`config.mk`:
```
export PLATFORM = sky130hd
export DESIGN_NAME = seq_div3_flat
export DESIGN_NICKNAME = d
export VERILOG_FILES = /design/src/rtl/arith_pkg.sv /design/src/rtl/seq_div3_if.sv /design/src/rtl/seq_div3_step.sv /design/src/rtl/seq_div3.sv /design/src/flat_wrapper.sv
export SDC_FILE = /design/constraint.sdc
export NUM_CORES = 1
export LEC_CHECK = 0
export CORE_ASPECT_RATIO = 0.8
export CORE_MARGIN = 5
export CORE_UTILIZATION = 55
export CTS_CLUSTER_DIAMETER = 100
export CTS_CLUSTER_SIZE = 40
export DETAILED_ROUTE_END_ITERATION = 8
export DONT_BUFFER_PORTS = 1
export PLACE_DENSITY_LB_ADDON = 0.1
export RECOVER_POWER = 25
export SLEW_MARGIN = 20
export SYNTH_ARGS = -nofsm -noshare
export SYNTH_HDL_FRONTEND = slang
export SYNTH_SLANG_ARGS = --single-unit
```
`constraint.sdc`:
```
create_clock -name clk -period 2 [get_ports clk]
set_clock_uncertainty 0.05 [all_clocks]
set_input_delay 0.4 -clock clk [delete_from_list [all_inputs] [get_ports clk]]
set_output_delay 0.4 -clock clk [all_outputs]
set_load 0.03 [all_outputs]
```
`src/rtl/arith_pkg.sv`:
```
// Shared arithmetic-section definitions: widths and
// the divider state encoding.
package arith_pkg;

  localparam int N  = 3;
  localparam int QW = 2 * N;
  localparam int CW = $clog2(QW + 1);

  typedef enum logic [1:0] {
    IDLE,
    RUN,
    DONE
  } state_e;

endpackage

```
`src/rtl/seq_div3_if.sv`:
```
// Start/busy/done handshake bundle for the
// sequential restoring divider.
interface seq_div3_if
  import arith_pkg::*;
#(
  parameter int N = arith_pkg::N
);

  logic           start;
  logic [2*N-1:0] A;
  logic [N-1:0]   B;
  logic [2*N-1:0] Q;
  logic [N-1:0]   R;
  logic           busy;
  logic           done;
  logic           dbz;

  modport master (
    output start, A, B,
    input  Q, R, busy, done, dbz
  );

  modport slave (
    input  start, A, B,
    output Q, R, busy, done, dbz
  );

endinterface

```
`src/rtl/seq_div3_step.sv`:
```
// One restoring-division step: shift in a dividend
// bit, trial-subtract the divisor, emit a quotient bit.
module div_step #(
  parameter int N = 3
) (
  input  logic [N:0]   rw_i,
  input  logic         bit_i,
  input  logic [N-1:0] bdiv_i,
  output logic [N:0]   rw_o,
  output logic         q_o
);

  logic [N:0] t;
  logic [N:0] b_ext;
  logic       unused_msb;

  // rw < bdiv between steps, so its top bit is always 0
  assign unused_msb = rw_i[N];

  assign t     = {rw_i[N-1:0], bit_i};
  assign b_ext = {1'b0, bdiv_i};
  assign q_o   = (t >= b_ext);
  assign rw_o  = q_o ? (t - b_ext) : t;

endmodule

```
`src/rtl/seq_div3.sv`:
```
// Iterative restoring divider, 2N-bit dividend by
// N-bit divisor, one quotient bit per cycle.
module seq_div3
  import arith_pkg::*;
#(
  parameter int N = arith_pkg::N
) (
  input  logic       clk,
  input  logic       rst,
  seq_div3_if.slave  bus
);

  localparam int LQW = 2 * N;
  localparam int LCW = $clog2(LQW + 1);

  state_e           state_q;
  logic [N:0]       rw_q;
  logic [LQW-1:0]   qw_q;
  logic [N-1:0]     bdiv_q;
  logic [LCW-1:0]   cnt_q;
  logic [LQW-1:0]   q_q;
  logic [N-1:0]     r_q;
  logic             busy_q;
  logic             done_q;
  logic             dbz_q;

  logic [N:0]       rw_d;
  logic             qbit_d;
  logic [LQW-1:0]   qw_d;

  div_step #(.N(N)) u_step (
    .rw_i   (rw_q),
    .bit_i  (qw_q[LQW-1]),
    .bdiv_i (bdiv_q),
    .rw_o   (rw_d),
    .q_o    (qbit_d)
  );

  assign qw_d = {qw_q[LQW-2:0], qbit_d};

  always_ff @(posedge clk) begin
    if (rst) begin
      state_q <= IDLE;
      rw_q    <= '0;
      qw_q    <= '0;
      bdiv_q  <= '0;
      cnt_q   <= '0;
      q_q     <= '0;
      r_q     <= '0;
      busy_q  <= 1'b0;
      done_q  <= 1'b0;
      dbz_q   <= 1'b0;
    end else begin
      unique case (state_q)
        IDLE, DONE: begin
          done_q <= 1'b0;
          if (bus.start) begin
            qw_q   <= bus.A;
            bdiv_q <= bus.B;
            rw_q   <= '0;
            cnt_q  <= '0;
            if (bus.B != '0) begin
              state_q <= RUN;
              busy_q  <= 1'b1;
            end else begin
              state_q <= DONE;
              done_q  <= 1'b1;
              q_q     <= '1;
              r_q     <= '0;
              dbz_q   <= 1'b1;
            end
          end else begin
            state_q <= IDLE;
          end
        end
        RUN: begin
          rw_q  <= rw_d;
          qw_q  <= qw_d;
          cnt_q <= cnt_q + 1'b1;
          if (cnt_q == LCW'(LQW - 1)) begin
            q_q     <= qw_d;
            r_q     <= rw_d[N-1:0];
            dbz_q   <= 1'b0;
            busy_q  <= 1'b0;
            done_q  <= 1'b1;
            state_q <= DONE;
          end
        end
        default: state_q <= IDLE;
      endcase
    end
  end

  assign bus.Q    = q_q;
  assign bus.R    = r_q;
  assign bus.busy = busy_q;
  assign bus.done = done_q;
  assign bus.dbz  = dbz_q;

endmodule

```
`src/flat_wrapper.sv`:
```
// flat-port wrapper written by rule: the top's interface ports become plain ports
module seq_div3_flat import arith_pkg::*;
#(
  parameter int N = arith_pkg::N
)
  (clk, rst, bus_start, bus_A, bus_B, bus_Q, bus_R, bus_busy, bus_done, bus_dbz);
  seq_div3_if #(.N(N)) bus_i ();
  input  logic clk;
  input  logic rst;
  input wire logic [$bits(bus_i.start)-1:0] bus_start;
  input wire logic [$bits(bus_i.A)-1:0] bus_A;
  input wire logic [$bits(bus_i.B)-1:0] bus_B;
  output wire logic [$bits(bus_i.Q)-1:0] bus_Q;
  output wire logic [$bits(bus_i.R)-1:0] bus_R;
  output wire logic [$bits(bus_i.busy)-1:0] bus_busy;
  output wire logic [$bits(bus_i.done)-1:0] bus_done;
  output wire logic [$bits(bus_i.dbz)-1:0] bus_dbz;
  assign bus_i.start = bus_start;
  assign bus_i.A = bus_A;
  assign bus_i.B = bus_B;
  assign bus_Q = bus_i.Q;
  assign bus_R = bus_i.R;
  assign bus_busy = bus_i.busy;
  assign bus_done = bus_i.done;
  assign bus_dbz = bus_i.dbz;
  seq_div3 #(.N(N)) u_core (.clk(clk), .rst(rst), .bus(bus_i));
endmodule
```
==> results.cfg <==
[floorplan]
die_height_um = 54.0
ios = 24
die-area_um2 = 3510
core-area_um2 = 2380
fp-row-count = 16
initial_core_util = 0.559
die_w_um = 65.0

[timing]
hold_violations = 0
slew_viol_final = 0
max_slew_margin = 0.555
setup_viol = 0
worstMarginPinSlew_ps = 667
hold_slack_ps = 80.9
fmax_mhz = 533
fin_crit_sh = 0.938
rsz0062_at_grt = false
fin_tns_setup_ps = 0
layout_min_cycle_time_ps = 1880

[cts]
cts_sinks = 29
ctsHoldBuffers = 0
insertion_delay_ps = 320
cts.path.max_buffers = 2
cts_root_buffer = clkbuf_4
cts_setup_buffers = 0
cts_tree = done
clk_pin_slew_ps = 100
htreeDepth = 2
cts_buffers = 5

[yosys]
syn_inst = 152
synth_seq_cells = 29
yosys.area.top_type = dfxtp_1
yosysSeqAreaShare = 0.436
synth-warning-count = 0
synthDistinctLibCells = 37
syn_area_um2 = 1330
synth_top_area_share = 0.436
syn_nets = 170
syn_area_per_cell_um2 = 8.77
synthTopCellsByArea = dfxtp_1 44%, nor2_1 8.5%, nand2_1 5.4%

[routing]
route.met3.wl_um = 233
wl_met1_um = 1280
drc_errors = 0
wl_per_cell_um = 15.4
antenna_left = 0
viasPerCell = 5.86
via_count = 1067
drtIter0Drc = 38
met2_length_um = 1270
drt_wl_total_um = 2810
highest_layer = met4
first_pass_iters = 4

[finish]
layout-drive-gt1-share = 0.155
area_growth_pct = 7.23
final_area_um2 = 1430
nNetsFinal = 172
antenna_cells = 0

[power]
p_leak_uw = 0.000555
ir_worst_vdd_mv = 0.484
power_density_nw_per_um2 = 866

[global_route]
grt_usage = 0.175
gr-total-overflow = 0
antenna_found_initial = 0
grt_pass1_wl_um = 4560
grt_pass1_vias = 1005
grt_max_degree = 31

[setup_path]
reg2reg_depth = 7
startpoint_type = register
worstSetupEndpointType = register
path_max_fanout = 2
worstSetupPathType = register to register
cp.required_ps = 2170
worstPathArrival_ps = 2050

[min_path]
hold_depth = 1
hold_path.class = input pin to register

[placement]
portBuffers = 0
place_area_um2 = 1350
place_hpwl_um = 2020
gp_congestion = 0.785

[job]
drv_cap = 0

[status]
outcome = completed
worst max-delay path, stage by stage (launching register included):
cell and delay, ps:
dfxtp_1 340, inv_1 60, ha_2 190, fa_2 390, nand2b_4 160, nand3b_4 80, mux2_4 310, a32o_1 200
through the flow:
step / power (uW) / util / worst slack, ps / std cells
after floorplan: 803 / - / 39.1 / 152
after global placement: 830 / 0.565 / 40.8 / 174
after detailed placement: 836 / 0.565 / -24.0 / 174
after CTS: 1240 / 0.598 / 12.2 / 182
after global routing: 1300 / 0.600 / 17.3 / 182
final: 1240 / 0.600 / 124 / 182
final timing paths:
path | endpoint | start | slack, ps
max | u_core.bus.R[1]$_SDFFE_PP0P_ | u_core.qw_q[5]$_SDFFE_PP0P_ | 120
min | u_core.bus.Q[0]$_SDFFE_PP0P_ | rst | 80
max reg2reg | u_core.bus.R[1]$_SDFFE_PP0P_ | u_core.qw_q[5]$_SDFFE_PP0P_ | 120
min reg2reg | u_core.bdiv_q[2]$_SDFFE_PP0P_ | u_core.bdiv_q[2]$_SDFFE_PP0P_ | 420
timing repair:
item / CTS / global route
endpoints found under the setup margin: 2 / 4
resized for setup: 1 / 3
pin swaps: 0 / 1
sequential cells by signal, summed over array words and instances (netlist names):
register and cells:
u_core.bdiv_q 3, u_core.bus.Q 6, u_core.bus.R 3, u_core.bus.busy 1, u_core.bus.dbz 1, u_core.bus.done 1
u_core.cnt_q 3, u_core.qw_q 6, u_core.rw_q 3, u_core.state_q 2
where the power goes:
| part | internal (uW) | switching [uW] |
|---|---|---|
| logic | 85.1 | 104 |
| registers | 609 | 35.5 |
| clock network | 204 | 201 |
| total | 898 | 340 |
per-layer routing:
metal	vias to the layer above	GRT usage
met1	504	0.216
met2	28	0.278
met5	-	0
li1	531	-
met4	0	0.0724
met3	4	0.0668
cell usage in the layout (no fill, tap or decap), types with 3 or more instances in the layout:
cell	n
nor2_1	30
dfxtp_1	29
nand2_1	19
a21oi_1	9
inv_1	5
nor3_1	5
a311oi_1	5
a211oi_2	5
clkbuf_4	5
nand2b_1	4
ha_1	4
buf_4	3
synth_stat cells:
cell type / n
a21oi_2: 1
clkbuf_1: 2
nor3_1: 5
o31ai_1: 1
and2b_1: 1
and4b_1: 1
and3_1: 1
fa_1: 1
nor4_1: 1
a211oi_2: 5
o21a_1: 2
o21ai_0: 1
nor3_2: 1
a22oi_1: 2
o22ai_1: 1
nand2b_1: 5
buf_2: 4
nand3b_4: 1
buf_4: 1
a32o_1: 1
buf_1: 1
a21oi_1: 10
nand2_1: 19
nand3_1: 1
nor2_1: 30
xor2_1: 1
nor4b_1: 1
o221a_1: 1
a21o_1: 2
buf_6: 1
ha_1: 5
nor2b_1: 1
inv_1: 5
mux2_4: 1
dfxtp_1: 29
or3_1: 1
a311oi_1: 5
final cells by class:
type | count | area, um^2
Timing Repair Buffer | 4 | 26.3
Multi-Input combinational cell | 109 | 699
Sequential cell | 29 | 581
Tap cell | 27 | 33.8
Clock buffer | 7 | 65.1
Fill cell | 219 | 953
Inverter | 5 | 18.8
Clock inverter | 1 | 5.00
logic make-up (layout without fill, tap and decap cells):
| group | Yosys count | count (layout) | share of synthesized area |
|---|---|---|---|
| fa+ha+maj | 6 | 6 | 0.0620 |
| flops | 29 | 29 | 0.436 |
| mux | 1 | 1 | 0.0113 |
| xor+xnor | 1 | 1 | 0.00657 |
| simple gates | 69 | 69 | 0.245 |
| buf+inv | 14 | 17 | 0.0516 |
| compound gates | 32 | 32 | 0.188 |
Note: power is estimated with default switching activity, not from simulation.
